$ cat config.mk
export PLATFORM = sky130hd
export DESIGN_NAME = display_scroll_controller
export DESIGN_NICKNAME = d
export VERILOG_FILES = /design/src/rtl/display_scroll_controller.sv
export SDC_FILE = /design/constraint.sdc
export NUM_CORES = 1
export LEC_CHECK = 0
export CAP_MARGIN = 15
export CORE_AREA = 4 4 75 77
export DETAILED_ROUTE_END_ITERATION = 12
export DIE_AREA = 0 0 79 81
export SLEW_MARGIN = 20
export SYNTH_ARGS = -nofsm -noshare
export SYNTH_HDL_FRONTEND = slang
export SYNTH_SLANG_ARGS = --single-unit
$ cat constraint.sdc
create_clock -name clk -period 1.9 [get_ports clk]
set_input_delay 0.57 -clock clk [delete_from_list [all_inputs] [get_ports clk]]
set_output_delay 0.57 -clock clk [all_outputs]
set_load 0.02 [all_outputs]
$ cat src/rtl/display_scroll_controller.sv
// Scan sequencer for the 4-digit seven-segment message display: anode multiplexing
// with blanking, per-digit character addressing and frame-aligned message scrolling.
module display_scroll_controller #(
   parameter int unsigned SCAN_DIV    = 16,
   parameter int unsigned BLANK       = 2,
   parameter int unsigned DEBOUNCE    = 8,
   parameter int unsigned AUTO_FRAMES = 4
) (
   input  logic       clk,
   input  logic       reset,
   input  logic       button_move,
   input  logic       auto_en,
   output logic       an3,
   output logic       an2,
   output logic       an1,
   output logic       an0,
   output logic [3:0] char_addr,
   output logic [3:0] pointer,
   output logic       step_pulse
);

   localparam int unsigned SLOT_W  = (SCAN_DIV > 1) ? $clog2(SCAN_DIV) : 1;
   localparam int unsigned CNT_W   = $clog2(DEBOUNCE + 1);
   localparam int unsigned FRAME_W = $clog2(AUTO_FRAMES + 1);

   typedef enum logic [1:0] {
      IDLE      = 2'd0,
      CHK_PRESS = 2'd1,
      PRESSED   = 2'd2,
      CHK_REL   = 2'd3
   } db_state_t;

   logic [SLOT_W-1:0]  slot_cnt;
   logic [1:0]         digit;
   logic [3:0]         an_q;
   logic [1:0]         sync_ff;
   db_state_t          db_state;
   logic [CNT_W-1:0]   db_cnt;
   logic               btn_req;
   logic [FRAME_W-1:0] frame_cnt;
   logic               auto_req;
   logic               pending;

   logic               slot_wrap_c;
   logic               frame_end_c;
   logic [SLOT_W-1:0]  slot_nxt_c;
   logic [1:0]         digit_nxt_c;
   logic               btn_sync_c;

   // Next scan position; anodes are decoded from it so they line up with slot_cnt.
   always_comb begin
      slot_wrap_c = (slot_cnt == SLOT_W'(SCAN_DIV - 1));
      slot_nxt_c  = slot_wrap_c ? '0 : slot_cnt + SLOT_W'(1);
      digit_nxt_c = slot_wrap_c ? digit - 2'd1 : digit;
      frame_end_c = slot_wrap_c && (digit == 2'd0);
      btn_sync_c  = sync_ff[1];
   end

   assign an3 = an_q[3];
   assign an2 = an_q[2];
   assign an1 = an_q[1];
   assign an0 = an_q[0];

   // Slot/digit scan counters and anode drive.
   always_ff @(posedge clk) begin
      if (reset) begin
         slot_cnt <= '0;
         digit    <= 2'd3;
         an_q     <= 4'b1111;
      end else begin
         slot_cnt <= slot_nxt_c;
         digit    <= digit_nxt_c;
         if (slot_nxt_c < SLOT_W'(BLANK))
            an_q <= 4'b1111;
         else
            an_q <= ~(4'(4'b0001 << digit_nxt_c));
      end
   end

   // Address latched at slot start; ~digit equals 3 - digit for a 2-bit index.
   always_ff @(posedge clk) begin
      if (reset)
         char_addr <= 4'd0;
      else if (slot_cnt == '0)
         char_addr <= pointer + {2'b00, ~digit};
   end

   // Two-flop synchronizer for the raw button.
   always_ff @(posedge clk) begin
      if (reset)
         sync_ff <= 2'b00;
      else
         sync_ff <= {sync_ff[0], button_move};
   end

   // Debounce FSM; db_cnt holds the number of consecutive stable samples seen.
   always_ff @(posedge clk) begin
      if (reset) begin
         db_state <= IDLE;
         db_cnt   <= '0;
         btn_req  <= 1'b0;
      end else begin
         btn_req <= 1'b0;
         case (db_state)
            IDLE: begin
               if (btn_sync_c) begin
                  db_state <= CHK_PRESS;
                  db_cnt   <= CNT_W'(1);
               end
            end
            CHK_PRESS: begin
               if (!btn_sync_c) begin
                  db_state <= IDLE;
               end else if (db_cnt == CNT_W'(DEBOUNCE - 1)) begin
                  db_state <= PRESSED;
                  btn_req  <= 1'b1;
               end else begin
                  db_cnt <= db_cnt + CNT_W'(1);
               end
            end
            PRESSED: begin
               if (!btn_sync_c) begin
                  db_state <= CHK_REL;
                  db_cnt   <= CNT_W'(1);
               end
            end
            CHK_REL: begin
               if (btn_sync_c) begin
                  db_state <= PRESSED;
               end else if (db_cnt == CNT_W'(DEBOUNCE - 1)) begin
                  db_state <= IDLE;
               end else begin
                  db_cnt <= db_cnt + CNT_W'(1);
               end
            end
            default: db_state <= IDLE;
         endcase
      end
   end

   // Auto-scroll frame counter.
   always_ff @(posedge clk) begin
      if (reset) begin
         frame_cnt <= '0;
         auto_req  <= 1'b0;
      end else begin
         auto_req <= 1'b0;
         if (!auto_en) begin
            frame_cnt <= '0;
         end else if (frame_end_c) begin
            if (frame_cnt == FRAME_W'(AUTO_FRAMES - 1)) begin
               frame_cnt <= '0;
               auto_req  <= 1'b1;
            end else begin
               frame_cnt <= frame_cnt + FRAME_W'(1);
            end
         end
      end
   end

   // Requests collapse into pending; a request on the boundary cycle waits a frame.
   always_ff @(posedge clk) begin
      if (reset) begin
         pointer    <= 4'd0;
         pending    <= 1'b0;
         step_pulse <= 1'b0;
      end else begin
         step_pulse <= 1'b0;
         if (frame_end_c && pending) begin
            pointer    <= pointer + 4'd1;
            step_pulse <= 1'b1;
            pending    <= btn_req | auto_req;
         end else begin
            pending <= pending | btn_req | auto_req;
         end
      end
   end

endmodule

==> run_results.csv <==
group,metric,value,unit
placed_design,hpwl,2053,µm
layout,drive_gt1_frac,0.1081,
sta,rsz0062_at_grt,"no",
grt,antenna_found_initial,0,
critical_path,critPathTopFamily,"buffers and inverters",
sta,clock.fmax,0.5545,GHz
yosys,avgSynthCellArea,9.134,µm²
clocking,ctsHoldBuffers,0,
critical_path,arrival,1.23,ns
clocking,cts_sinks,33,
floorplanning,die_w,79,µm
clocking,htreeDepth,2,
power,p_leak,0.7003,nW
route,final_antenna_net_count,0,
clocking,cts_root_buffer,"clkbuf_8",
clocking,clk_pin_slew,0.07,ns
placed_design,portBuffers,16,
sta,tns,0,ns
grt,grt_usage,0.09979,
clocking,clockBufferDepth,2,
floorplanning,io_pins,17,
critical_path,crit_buf_inv,1,
power,p_sw,0.0003269,W
layout,nets,197,
sta,min_period_over_period,0.9491,
sta,relSlewSlack,0.6779,
yosys,ys_seq_area_frac,0.4521,
critical_path,path_max_fanout,2,
clocking,clock_latency,0.28,ns
floorplanning,initial_utilization,0.2917,
floorplanning,die_y,81,µm
yosys,yosysTopAreaCell,"dfxtp_1",
placed_design,place_inst,247,
layout,layout.cells.non_filler,255,
sta,hold-worst-slack,0.4327,ns
clocking,cts_tree,"yes",
floorplanning,dieArea,6399,µm²
sta,tightest_slew,0.4811,ns
floorplanning,coreArea,5010,µm²
power,p_clk_frac,0.381,
sta,hold_viol,0,
critical_path,critical_path_required,1.33,ns
critical_path,endpoint_kind,"primary output",
yosys,ys_types,38,
critical_path,critPathLaunchType,"flop",
route,route.detailed.drc,0,
route,vias_per_cell,4.608,
route,finalWirelength,2828,µm
hold_path,hold_path.class,"reg2reg",
yosys,ys_warn_count,0,
yosys,syn-cell-area,1461,µm²
layout,final_util,0.3646,
power,seqPwrFrac,0.536,
route,drtIter0Drc,43,
sta,timing.final.crit_period,1.803,ns
power,p_per_area,734.7,nW/µm²
sta,slew_viol_final,0,
placed_design,gp_congestion,0.6938,
grt,first_global_vias,1108,
power,combPwrFrac,0.082,
route,vias,1175,
clocking,cts_made_buffers,5,
critical_path,slowest_delay,0.61,ns
power,swShare,0.2436,
job,cap_violations,0,
yosys,netlist_instances,160,
status,status,"completed",
grt,grt_pass1_wl,4947,µm
yosys,netlist.area_leader.share,0.4521,
yosys,synth_fp_nets,173,
sta,fin_skew,0.002779,ns
power,power,0.001342,W
critical_path,cp_cell_sequence,"clkdlybuf4s50_1",
route,wl_per_cell,11.09,µm
grt,grt_max_degree,18,
power,power.internal,0.001015,W
yosys,synth_area_leaders,"dfxtp_1 (45%), ha_1 (6.8%), a21oi_1 (4.5%)",
critical_path,slowest_stage,"clkdlybuf4s50_1",
power,irDropWorstVdd,243.1,µV
floorplanning,fp-row-count,26,
grt,grt_overflow,0,
route,dr.pass1.iters,5,
critical_path,worst-setup-path-type,"reg2out",
sta,setup_viol,0,
yosys,ys_ff_latch,33,
layout,area_delta_synth_final,25.00,%
layout,antennaDiodeCount,0,
==> repair_timing <==
action | CTS | global route
resized for setup | 2 | 0
setup buffers | 0 | 0
setup endpoints to repair | 2 | 0
==> per-stage QoR <==
| stage | worst slack (ns) | area (µm²) |
|---|---|---|
| 5_1_grt | 0.04791 | 1827 |
| 4_1_cts | 0.07692 | 1827 |
| 3_5_place_dp | 0.1316 | 1743 |
| 3_3_place_gp | 0.1612 | 1743 |
| 2_1_floorplan | 0.3193 | 1461 |
| 6_report | 0.09664 | 1827 |
==> cell usage in the layout (no fill, tap or decap), types with 3 or more instances in the layout <==
| cell | instances |
|---|---|
| a21oi_1 | 13 |
| nor2b_1 | 5 |
| buf_4 | 9 |
| nand3_1 | 7 |
| inv_1 | 10 |
| and3_1 | 3 |
| nand2_1 | 5 |
| nand3b_1 | 3 |
| nand2b_1 | 3 |
| nand4_1 | 3 |
| ha_1 | 8 |
| dfxtp_1 | 33 |
| clkdlybuf4s50_1 | 14 |
| nor2_1 | 9 |
| nor3_1 | 12 |
| clkbuf_8 | 5 |
| xnor2_1 | 4 |
| o21ai_0 | 9 |
| a211oi_1 | 3 |
==> worst min-delay path, stage by stage (launching register included) <==
cell	delay [ns]
dfxtp_1	0.31
inv_1	0.05
a211oi_1	0.04
==> cells in the mapped netlist <==
cell type and instances:
buf_1 2, nand2b_1 3, nor2b_1 5, fa_1 1
a41o_1 1, a311oi_1 2, nand2_1 5, o21ai_0 9
nor4_1 1, a21oi_1 13, dfxtp_1 33, nor3b_2 1
or4b_1 1, xnor2_1 4, a31oi_1 1, nand3b_1 3
a211o_1 1, or3_1 2, nor2_1 9, nand3_1 7
nand4_1 3, clkbuf_1 3, nor3_1 12, buf_2 3
a31o_2 1, a211oi_1 3, and4b_1 1, xor2_1 1
nand4b_1 1, mux2i_1 2, inv_1 10, and4_1 1
and3_1 3, mux2_2 1, or4_1 1, ha_1 8
or2b_1 1, nor4b_1 1
==> flip-flops by register name, summed over array words and instances (netlist names), named ones only <==
register    cells
an_q            4
char_addr       4
db_cnt          4
pointer         4
slot_cnt        4
frame_cnt       3
digit           2
sync_ff         2
auto_req        1
btn_req         1
db_state        1
pending         1
step_pulse      1
==> area by class of cell <==
type	instances	area, µm²
Multi-Input combinational cell	109	729.5
Timing Repair Buffer	25	225.2
Clock inverter	3	17.52
Clock buffer	5	68.82
Tap cell	70	87.58
Inverter	10	37.54
Sequential cell	33	660.6
Fill cell	538	3183
==> cells by family (layout without fill, tap and decap cells) <==
kind of cell	count (synthesis)	in the layout	synth area share
buf+inv	18	43	0.04880
flops	33	33	0.4521
xor+xnor	5	5	0.02996
mux	3	3	0.02140
simple gates	61	61	0.2397
fa+ha+maj	9	9	0.08220
compound gates	31	31	0.1259
==> layer usage <==
layer  up-vias  track usage  wire length (µm)
met5         -            0                 0
met4         0      0.06701                74
met3         7      0.02439                90
met2        19       0.1448              1203
met1       531       0.1307              1460
li1        618            -                 -
==> power by group through the flow <==
stage / registers [W] / clock network, W / logic (W)
after CTS: 0.000719 / 0.000539 / 0.000112
after detailed placement: 0.000735 / 0 / 0.000111
final: 0.000720 / 0.000512 / 0.000111
after floorplan: 0.000743 / 0 / 0.0000587
after global placement: 0.000735 / 0 / 0.000111
after global routing: 0.000723 / 0.000563 / 0.000122
==> worst paths after layout <==
path | end | slack (ns) | from | depth (start not counted)
worst min-delay path | frame_cnt[2] | 0.43 | frame_cnt[2] | 2
worst min register to register | frame_cnt[2] | 0.43 | frame_cnt[2] | 2
worst max register to register | pointer[3] | 0.28 | digit[0] | 5
worst max-delay path | pointer[3] | 0.1 | pointer[3] | 1
(Power assumes the default switching activity.)
